$ cat src/rtl/uart_rx_ctrl.sv
// UART receive sequencer: start detection, oversampling edge/bit counters,
// sampler/deserializer enables, parity and stop checking, valid/error reporting.
module uart_rx_ctrl #(
  parameter int unsigned DATA_WIDTH = 8,
  parameter int unsigned EDGE_W     = 3
) (
  input  logic              i_clk,
  input  logic              i_rst,
  input  logic              i_rx_in,
  input  logic              i_sampled_bit,
  input  logic              i_par_en,
  input  logic              i_par_typ,
  output logic [EDGE_W-1:0] o_edge_cnt,
  output logic [3:0]        o_bit_cnt,
  output logic              o_en_sample,
  output logic              o_en_deser,
  output logic              o_data_valid,
  output logic              o_par_err,
  output logic              o_stop_err,
  output logic              o_busy
);

  localparam logic [EDGE_W-1:0] EdgeLast = '1;
  localparam logic [3:0]        BitLast  = 4'(DATA_WIDTH - 1);

  typedef enum logic [2:0] {StIdle, StStart, StData, StParity, StStop} state_e;

  state_e            state_q, state_d;
  logic [EDGE_W-1:0] edge_q, edge_d;
  logic [3:0]        bit_q, bit_d;
  logic              acc_q, acc_d;
  logic              par_en_q, par_en_d;
  logic              par_typ_q, par_typ_d;
  logic              par_err_q, par_err_d;
  logic              stop_err_q, stop_err_d;
  logic              valid_q, valid_d;

  logic last_edge;
  logic start_frame;

  assign last_edge   = (edge_q == EdgeLast);
  assign start_frame = (state_q == StIdle) && !i_rx_in;

  // State register.
  always_ff @(posedge i_clk or negedge i_rst) begin
    if (!i_rst) begin
      state_q <= StIdle;
    end else begin
      state_q <= state_d;
    end
  end

  // Next-state logic; every decision after IDLE is taken on the last oversampling edge.
  always_comb begin
    state_d = state_q;
    unique case (state_q)
      StIdle:   if (!i_rx_in) state_d = StStart;
      // A 1 at the middle of the start bit means the low pulse was a glitch.
      StStart:  if (last_edge) state_d = i_sampled_bit ? StIdle : StData;
      StData:   if (last_edge && (bit_q == BitLast)) state_d = par_en_q ? StParity : StStop;
      StParity: if (last_edge) state_d = StStop;
      StStop:   if (last_edge) state_d = StIdle;
      default:  state_d = StIdle;
    endcase
  end

  // Counters, parity accumulator, latched config and error/valid flags.
  always_comb begin
    edge_d     = (state_q == StIdle) ? '0 : EDGE_W'(edge_q + 1'b1);
    bit_d      = bit_q;
    acc_d      = acc_q;
    par_en_d   = par_en_q;
    par_typ_d  = par_typ_q;
    par_err_d  = par_err_q;
    stop_err_d = stop_err_q;
    valid_d    = 1'b0;

    if (start_frame) begin
      acc_d      = 1'b0;
      par_en_d   = i_par_en;
      par_typ_d  = i_par_typ;
      par_err_d  = 1'b0;
      stop_err_d = 1'b0;
    end

    if (last_edge) begin
      unique case (state_q)
        StStart: bit_d = '0;
        StData: begin
          acc_d = acc_q ^ i_sampled_bit;
          bit_d = (bit_q == BitLast) ? 4'd0 : bit_q + 4'd1;
        end
        // Odd parity expects the complement of the running XOR.
        StParity: par_err_d = (i_sampled_bit != (acc_q ^ par_typ_q));
        StStop: begin
          stop_err_d = ~i_sampled_bit;
          valid_d    = i_sampled_bit && !par_err_q;
        end
        default: ;
      endcase
    end
  end

  // Datapath registers.
  always_ff @(posedge i_clk or negedge i_rst) begin
    if (!i_rst) begin
      edge_q     <= '0;
      bit_q      <= '0;
      acc_q      <= 1'b0;
      par_en_q   <= 1'b0;
      par_typ_q  <= 1'b0;
      par_err_q  <= 1'b0;
      stop_err_q <= 1'b0;
      valid_q    <= 1'b0;
    end else begin
      edge_q     <= edge_d;
      bit_q      <= bit_d;
      acc_q      <= acc_d;
      par_en_q   <= par_en_d;
      par_typ_q  <= par_typ_d;
      par_err_q  <= par_err_d;
      stop_err_q <= stop_err_d;
      valid_q    <= valid_d;
    end
  end

  // State-decoded outputs.
  always_comb begin
    o_en_sample = (state_q != StIdle);
    o_busy      = (state_q != StIdle);
    o_en_deser  = (state_q == StData);
  end

  assign o_edge_cnt   = edge_q;
  assign o_bit_cnt    = bit_q;
  assign o_data_valid = valid_q;
  assign o_par_err    = par_err_q;
  assign o_stop_err   = stop_err_q;

endmodule

$ cat config.mk
export PLATFORM = sky130hd
export DESIGN_NAME = uart_rx_ctrl
export DESIGN_NICKNAME = d
export VERILOG_FILES = /design/src/rtl/uart_rx_ctrl.sv
export SDC_FILE = /design/constraint.sdc
export NUM_CORES = 1
export LEC_CHECK = 0
export ABC_AREA = 1
export BUFFER_PORTS_ARGS = -buffer_cell sky130_fd_sc_hd__buf_2
export CAP_MARGIN = 20
export CORE_ASPECT_RATIO = 1.25
export CORE_MARGIN = 2
export CORE_UTILIZATION = 51
export DETAILED_ROUTE_END_ITERATION = 8
export GPL_TIMING_DRIVEN = 0
export PLACE_DENSITY_LB_ADDON = 0.08
export SLEW_MARGIN = 10
export SYNTH_ARGS = -nofsm -noshare
export SYNTH_HDL_FRONTEND = slang
export SYNTH_SLANG_ARGS = --single-unit
$ cat constraint.sdc
create_clock -name i_clk -period 1.89 [get_ports i_clk]
set_input_delay 0.2835 -clock i_clk [delete_from_list [all_inputs] [get_ports i_clk]]
set_output_delay 0.2835 -clock i_clk [all_outputs]
set_load 0.01 [all_outputs]
==> results of run 1 <==
## power by group through the flow
stage	Clock [uW]	Sequential (uW)	Combinational (uW)
after global routing	203	552	665
after floorplan	0	544	406
after CTS	182	533	595
final	178	534	586
after global placement	0	535	566
after detailed placement	0	539	585
## final cells by class
cell class / count / area share
clock buffer: 3 / 0.0228
sequential: 16 / 0.406
inverter: 14 / 0.0532
multi-input combinational: 75 / 0.387
timing repair buffer: 19 / 0.101
tap: 18 / 0.0228
buffer: 1 / 0.00760
## metal layers
metal | routed length, um | track usage
met1 | 736 | 0.242
met2 | 796 | 0.302
met3 | 63 | 0.0457
met4 | 29 | 0.0722
met5 | 0 | 0
## logic make-up after synthesis
group | Yosys count
adder cells (fa/ha/maj) | 4
buffers and inverters | 15
AO/OA/AOI/OAI | 8
AND/OR/NAND/NOR | 61
XOR/XNOR | 2
flip-flops | 16
## stage by stage
stage | setup slack (ns) | hold WS (ns)
after CTS | 0.238 | 0.214
after global placement | 0.432 | 0.210
after detailed placement | 0.390 | 0.217
after floorplan | 0.499 | -0.0121
after global routing | 0.171 | 0.219
final | 0.242 | 0.219
## path summary, 6_finish.rpt
path	startpoint	endpoint	slack [ns]	depth (start not counted)
max in group asynchronous	i_rst	o_edge_cnt[1]	1.19	2
hold reg to reg	o_par_err	o_data_valid	0.46	1
min in group asynchronous	i_rst	o_bit_cnt[2]	0.43	2
setup reg to reg	o_edge_cnt[0]	state_q[1]	0.34	9
setup / recovery	state_q[1]	o_en_sample	0.24	4
hold / removal	i_sampled_bit	o_stop_err	0.22	2
## worst register-to-register path, stage by stage, from the launching register on
cell and delay (ns):
dfrtp_1 0.37, ha_1 0.19, ha_1 0.22, inv_1 0.07, nand3_1 0.10, nand2_1 0.06, nor2_1 0.19, nand2_1 0.10
nand2_1 0.09, nand2_1 0.05
## cells in the final DEF (no fill, tap or decap)
cell	netlist	final
dlygate4sd3_1	0	1
buf_2	0	18
nor2_1	7	7
nand3_1	14	14
inv_1	12	12
nor4_1	1	1
o21ai_1	3	3
nor3_1	2	2
nor2_2	1	1
nand2_2	2	2
buf_4	1	1
nor2_4	1	1
nand4_1	3	3
clkbuf_4	0	3
nand2_1	30	30
dfrtp_1	16	16
xnor2_1	2	2
ha_1	4	4
a21oi_1	2	2
inv_2	2	2
o21ai_0	3	3
## repair_timing
item | in CTS | in global routing
setup buffers | 0 | 0
endpoints found under the hold margin | 16 | 0
hold buffers | 1 | 0
resized for setup | 0 | 0
==> reports/results.ini, run 1 <==
[grt]
grt_overflow=0
grt_pass1_vias=661
grt_pass1_wl_mm=2.68
grt_max_degree=17
antenna_found_initial=0
grt.total_usage=0.191

[final_layout]
fin_nets=140
diodes=0
largest_reg_flops=4
fillers=155
multiInputGateArea_um2=382
drive_gt1_frac=0.219
finalNonFillerCells=146
area_growth_pct=17.2
finalInstanceArea_um2=987
final_util=0.632
register_area_um2=400

[synthesis]
synthSimpleGateAreaFrac=0.325
yosysTopAreaCell=dfrtp_1
synth-seq-cells=16
netlist.area_leader.share=0.475
synth_area_leaders=dfrtp_1 (48%), nand2_1 (13%), nand3_1 (8.3%)
synth_xor_area_frac=0.0208
synth_seq_area_share=0.475
post-synth-top-count-cell=nand2_1
syn_avg_cell_area_um2=7.94
yosysWarnings=0
synth_mux_area_frac=0
syn_area_um2=842
synth_adder_area_share=0.0594
synth_top_family_by_area=simple AND/OR/NAND/NOR gates
synth_top_flop_cell=dfrtp_1
synth_cells=106
synth-edff-count=0
synth_nets=116
yosysUniqueCellTypes=18
synth_compound_area_frac=0.0475
synthArstFlopShare=1.00
synth_common_cells=nand2_1 (30), dfrtp_1 (16), nand3_1 (14)

[critical_path]
start_kind=flip-flop
critPathMaxFanout=7
critical_path.top_delay_family=flip-flops
required_ns=1.61
worstPathArrival_ns=1.36
endpoint_kind=primary output
cpPeakStageDelay_ns=0.48
worstSetupPathType=reg -> out
cp_cell_sequence=nor2_2, nand2_2, buf_4, buf_2
critPathBufInv=2
slowest_stage=dfrtp_1

[sta]
finalCritPeriodShare=0.872
hold_viol_final=0
setup_viol=0
setup_tns_ns=0
rsz0062_at_grt=no
skew_ns=0.00108
slew_headroom=0.756
worst_slew_pin_slew_ns=0.366
max_freq_mhz=607
period_minus_slack_ns=1.65
slew_viol_final=0

[worst_hold_path]
hp-class=in -> reg

[clock_tree]
clk_path_buf_depth=2
cts_inserted_buffers=3
cts_htree_levels=1
root_buffer=clkbuf_4
cts_tree=built
clk_pin_slew_worst_paths_ns=0.09
cts.sinks=16
clk_latency_ns=0.28

[placement]
port_buffers=18
globalplace.congestion=0.901
dp_hpwl_mm=1.23
dp_cells=142
post_dp_cell_area_um2=955

[route]
ant_nets=0
avgRoutedWirePerCell_um=11.1
vias=754
via_per_inst=5.16
first_pass_iters=4
wirelength_mm=1.63
drt_iter0_drc=20
drc=0

[floorplan]
die_h_um=49.4
io-pin-count=19
core_area_mm2=0.00156
row_count=16
floorplan.initialDensity=0.539
die-area_mm2=0.00199
die_x_um=40.3

[power]
max-vdd-ir-drop_mv=0.727
seqPwrFrac=0.412
p_per_area_mw_per_mm2=1310
comb_power_share=0.451
net-switching-power_uw=566
clockPowerShare=0.137
p_leak_uw=0.000557
p_sw_frac=0.436
internal-power_uw=731
finalPower_uw=1300

[status]
status=completed

[job]
maxCapViolations=0

No activity file was read; power rests on OpenSTA's default activity.
==> run 2: changes to the inputs <==
- CTS_CLUSTER_SIZE: default -> 10
- PLACE_DENSITY: default -> 0.76
- PLACE_DENSITY_LB_ADDON: 0.08 -> default
==> run 2 against run 1 <==
Against the previous run: global-route usage up 1.4 points; sequential share of layout area unchanged; register-to-register slack better by 0.04 ns; count of clock-buffer cells in the layout unchanged; clock power about the same; combinational power down 0.7%; critical path depth unchanged; maximum frequency up 0.92%; highest routed layer unchanged.
==> reports/results.ini, run 2 (synthesis gave the netlist of run 1 again) <==
[route]
ant_nets=0
wirelength_mm=1.65
vias=764
first_pass_iters=4
wl_met3_um=68
wl_met1_um=699
via_per_inst=5.23
drc=0
avgRoutedWirePerCell_um=11.3
routed-wl-met2_um=870
dr.max_layer_used=met4
drt_iter0_drc=18

[job]
maxCapViolations=0

[grt]
grt_pass1_vias=713
grt.total_usage=0.205
grt_overflow=0
antenna_found_initial=0
grt_pass1_wl_mm=2.90
grt_max_degree=17

[sta]
rsz0062_at_grt=no
period_minus_slack_ns=1.63
skew_ns=0.00944
hold_ws_ns=0.227
max_freq_mhz=613
worst_slew_pin_slew_ns=0.364
setup_viol=0
slew_viol_final=0
finalCritPeriodShare=0.864
setup_tns_ns=0
hold_viol_final=0
slew_headroom=0.758

[critical_path]
cp_cell_sequence=nor2_2, nand2_2, buf_4, buf_2
critPathMaxFanout=7
slowest_stage=dfrtp_1
cpPeakStageDelay_ns=0.47
endpoint_kind=primary output
rrSetupSlack_ns=0.38
r2r-start=o_edge_cnt[0]
endpoint=o_en_sample
reg2reg_to=state_q[1]
worstSetupPathType=reg -> out
reg2reg_depth=9
crit_start=state_q[1]
worstPathArrival_ns=1.35
required_ns=1.61
start_kind=flip-flop

[final_layout]
final_util=0.632
largest_reg_flops=4
layout_commonest_cell=nand2_1
mostFrequentLayoutCells=nand2_1 (30), buf_2 (18), dfrtp_1 (16)
drive_gt1_frac=0.219
area_growth_pct=17.2
diodes=0
fillers=140
fin_nets=140

[clock_tree]
clk_latency_ns=0.29
cts-hold-fix-buffers=1
cts_htree_levels=1
clk_pin_slew_worst_paths_ns=0.09
post_cts_resize_count=0
cts_inserted_buffers=3
root_buffer=clkbuf_4
clk_path_buf_depth=2
cts.sinks=16
postCtsSetupBuffers=0
cts_tree=built

[placement]
port_buffers=18
globalplace.congestion=0.735
dp_hpwl_mm=1.31

[floorplan]
die_h_um=49.4
die-area_mm2=0.00199
die_x_um=40.3
row_count=16
io-pin-count=19
core_area_mm2=0.00156
floorplan.initialDensity=0.539

[worst_hold_path]
hp-class=in -> reg

[power]
p_per_area_mw_per_mm2=1310
p_sw_frac=0.435
clockPowerShare=0.136
net-switching-power_uw=563
internal-power_uw=731
seqPwrFrac=0.415
max-vdd-ir-drop_mv=0.852
comb_power_share=0.450
p_leak_uw=0.000557

[status]
status=completed

## run 2: cell counts in the layout (fill, tap and decap cells not counted)
Identical to the previous run, type by type.
## run 2: worst max-delay path: cells and delay by family (launching register included)
kind                   cells  cell delay, ns
buffers and inverters      2            0.27
flip-flops                 1            0.47
AND/OR/NAND/NOR            2            0.32
## run 2: power by group through the flow
stage / sequential, uW / clock (uW) / combinational (uW)
after floorplan: 544 / 0 / 406
after global placement: 535 / 0 / 568
after detailed placement: 543 / 0 / 583
after CTS: 536 / 176 / 587
after global routing: 550 / 191 / 691
final: 536 / 176 / 582
## run 2: how the worst min path moves through the flow
stage	startpoint	to	slack, ns	depth (start not counted)
2_1_floorplan	i_rst	acc_q	-0.01	0
3_3_place_gp	i_rst	o_bit_cnt[3]	0.22	1
3_5_place_dp	i_rst	o_bit_cnt[2]	0.22	1
4_1_cts	i_par_en	par_en_q	0.24	3
5_1_grt	i_sampled_bit	o_stop_err	0.27	2
6_report	i_par_en	par_en_q	0.23	3
## run 2: layout make-up
cell class                 count  area, um^2  share of cell area
buffer                         1        7.51             0.00760
clock buffer                   3        22.5              0.0228
inverter                      14        52.6              0.0532
multi-input combinational     75         382               0.387
sequential                    16         400               0.406
tap                           18        22.5              0.0228
timing repair buffer          19         100               0.101
## run 2: routing by layer
metal	vias to the layer above	GRT usage
li1	388	-
met1	350	0.251
met2	24	0.341
met3	2	0.0274
met4	0	0.0833
met5	-	0
## run 2: per-stage QoR
| step | cells | area (um^2) | setup slack [ns] | total power (uW) |
|---|---|---|---|---|
| 5_1_grt | 146 | 987 | 0.166 | 1430 |
| 4_1_cts | 146 | 987 | 0.267 | 1300 |
| 6_report | 146 | 987 | 0.257 | 1290 |
| 3_5_place_dp | 142 | 955 | 0.379 | 1130 |
| 3_3_place_gp | 142 | 955 | 0.454 | 1100 |
| 2_1_floorplan | 106 | 842 | 0.499 | 950 |
==> run 3: changes to the inputs <==
- GPL_TIMING_DRIVEN: 0 -> default
==> run 3 against run 2 <==
Against the previous run: register-to-register slack better by 0.04 ns; first-iteration DRC count down 44%; clock skew down 0.0067 ns; core utilization decreased by 0.48 points; non-clock buffer count shrank 1; setup slack gained 0.069 ns; critical path depth unchanged; highest routed layer unchanged.
==> reports/results.ini, run 3 (synthesis gave the netlist of run 1 again) <==
[status]
status=completed

[floorplan]
row_count=16
die-area_mm2=0.00199
io-pin-count=19
floorplan.initialDensity=0.539
die_h_um=49.4
core_area_mm2=0.00156
die_x_um=40.3

[critical_path]
critPathMaxFanout=8
endpoint_kind=primary output
reg2reg_to=state_q[1]
cp_cell_sequence=inv_2, nand2_2, nor2_4, buf_2
required_ns=1.61
slowest_stage=dfrtp_1
cpPeakStageDelay_ns=0.45
rrSetupSlack_ns=0.42
reg2reg_depth=9
critical_path.top_delay_family=flip-flops
start_kind=flip-flop
worstSetupPathType=reg -> out
r2r-start=o_edge_cnt[0]
worstPathArrival_ns=1.28
critPathBufInv=2

[final_layout]
register_area_um2=400
layout_commonest_cell=nand2_1
mostFrequentLayoutCells=nand2_1 (30), buf_2 (18), dfrtp_1 (16)
drive_gt1_frac=0.213
diodes=0
area_growth_pct=16.3
multiInputGateArea_um2=382
largest_reg_flops=4
fin_nets=139
fillers=146

[route]
drt_iter0_drc=10
first_pass_iters=4
wirelength_mm=1.67
vias=769
via_per_inst=5.30
ant_nets=0
avgRoutedWirePerCell_um=11.5
drc=0

[placement]
globalplace.congestion=0.795
port_buffers=18
dp_hpwl_mm=1.35

[clock_tree]
clk_latency_ns=0.28
clk_path_buf_depth=2
cts.sinks=16
postCtsSetupBuffers=0
clk_pin_slew_worst_paths_ns=0.08
cts_inserted_buffers=3
root_buffer=clkbuf_4
cts_tree=built
post_cts_resize_count=0
cts_htree_levels=1

[grt]
grt_overflow=0
grt_pass1_vias=734
grt.total_usage=0.215
grt_pass1_wl_mm=2.97
antenna_found_initial=0
grt_max_degree=17

[sta]
hold_viol_final=0
setup_viol=0
worst_slew_pin_slew_ns=0.340
finalCritPeriodShare=0.827
slew_viol_final=0
skew_ns=0.00274
rsz0062_at_grt=no
setup_tns_ns=0
max_freq_mhz=639
period_minus_slack_ns=1.56
slew_headroom=0.771

[job]
maxCapViolations=0

[worst_hold_path]
hp-class=in -> reg
worstHoldEndpoint=par_en_q
worstHoldPathCells=3
hp-start=i_par_en

[power]
p_per_area_mw_per_mm2=1300
max-vdd-ir-drop_mv=0.770
finalPower_uw=1270
p_leak_uw=0.000552

[run 3: cell count changes in the layout (fill, tap and decap cells not counted)]
cell / previous run / this run
buf_4: 1 / 0
[run 3: report_power, final]
group          switching [uW]  internal [uW]  leakage, uW
sequential               99.6            436     0.000212
combinational             360            204     0.000327
clock                    97.0           74.1    0.0000138
[run 3: worst register-to-register path: stages (launching register included)]
cell	delay, ns
dfrtp_1	0.37
ha_1	0.18
ha_1	0.20
inv_1	0.08
nand2_1	0.11
nand2_1	0.06
nor2_1	0.19
nand2_1	0.08
nand2_1	0.06
nand2_1	0.04
[run 3: worst max path at each step]
stage	start	to	slack, ns	depth (start not counted)
6_report	state_q[2]	o_en_deser	0.33	4
5_1_grt	o_edge_cnt[0]	state_q[1]	0.20	9
4_1_cts	state_q[2]	o_en_deser	0.33	4
3_5_place_dp	o_edge_cnt[0]	state_q[1]	0.46	9
3_3_place_gp	state_q[1]	acc_q	0.49	6
2_1_floorplan	o_edge_cnt[0]	state_q[1]	0.50	9
[run 3: layout make-up]
cell class | count | area share
sequential | 16 | 0.409
multi-input combinational | 75 | 0.390
timing repair buffer | 19 | 0.102
inverter | 14 | 0.0536
clock buffer | 3 | 0.0230
tap | 18 | 0.0230
[run 3: metal layers]
metal | wire length [um] | up-vias | track usage
met5 | 0 | - | 0
met2 | 866 | 31 | 0.357
li1 | - | 384 | -
met3 | 97 | 7 | 0.0411
met1 | 666 | 347 | 0.258
met4 | 43 | 0 | 0.0833
[run 3: stage by stage]
stage / worst slack, ns / util / area [um^2] / hold WS, ns / instances
finish: 0.326 / 0.627 / 980 / 0.224 / 145
floorplan: 0.499 / - / 842 / -0.0121 / 106
global route: 0.199 / 0.627 / 980 / 0.247 / 145
CTS: 0.326 / 0.627 / 980 / 0.224 / 145
global placement: 0.492 / 0.607 / 947 / 0.210 / 141
detailed placement: 0.460 / 0.607 / 947 / 0.215 / 141
[run 3: timing repair]
action / CTS / global route
endpoints found under the setup margin: 0 / 0
hold buffers: 1 / 0
endpoints found under the hold margin: 16 / 0
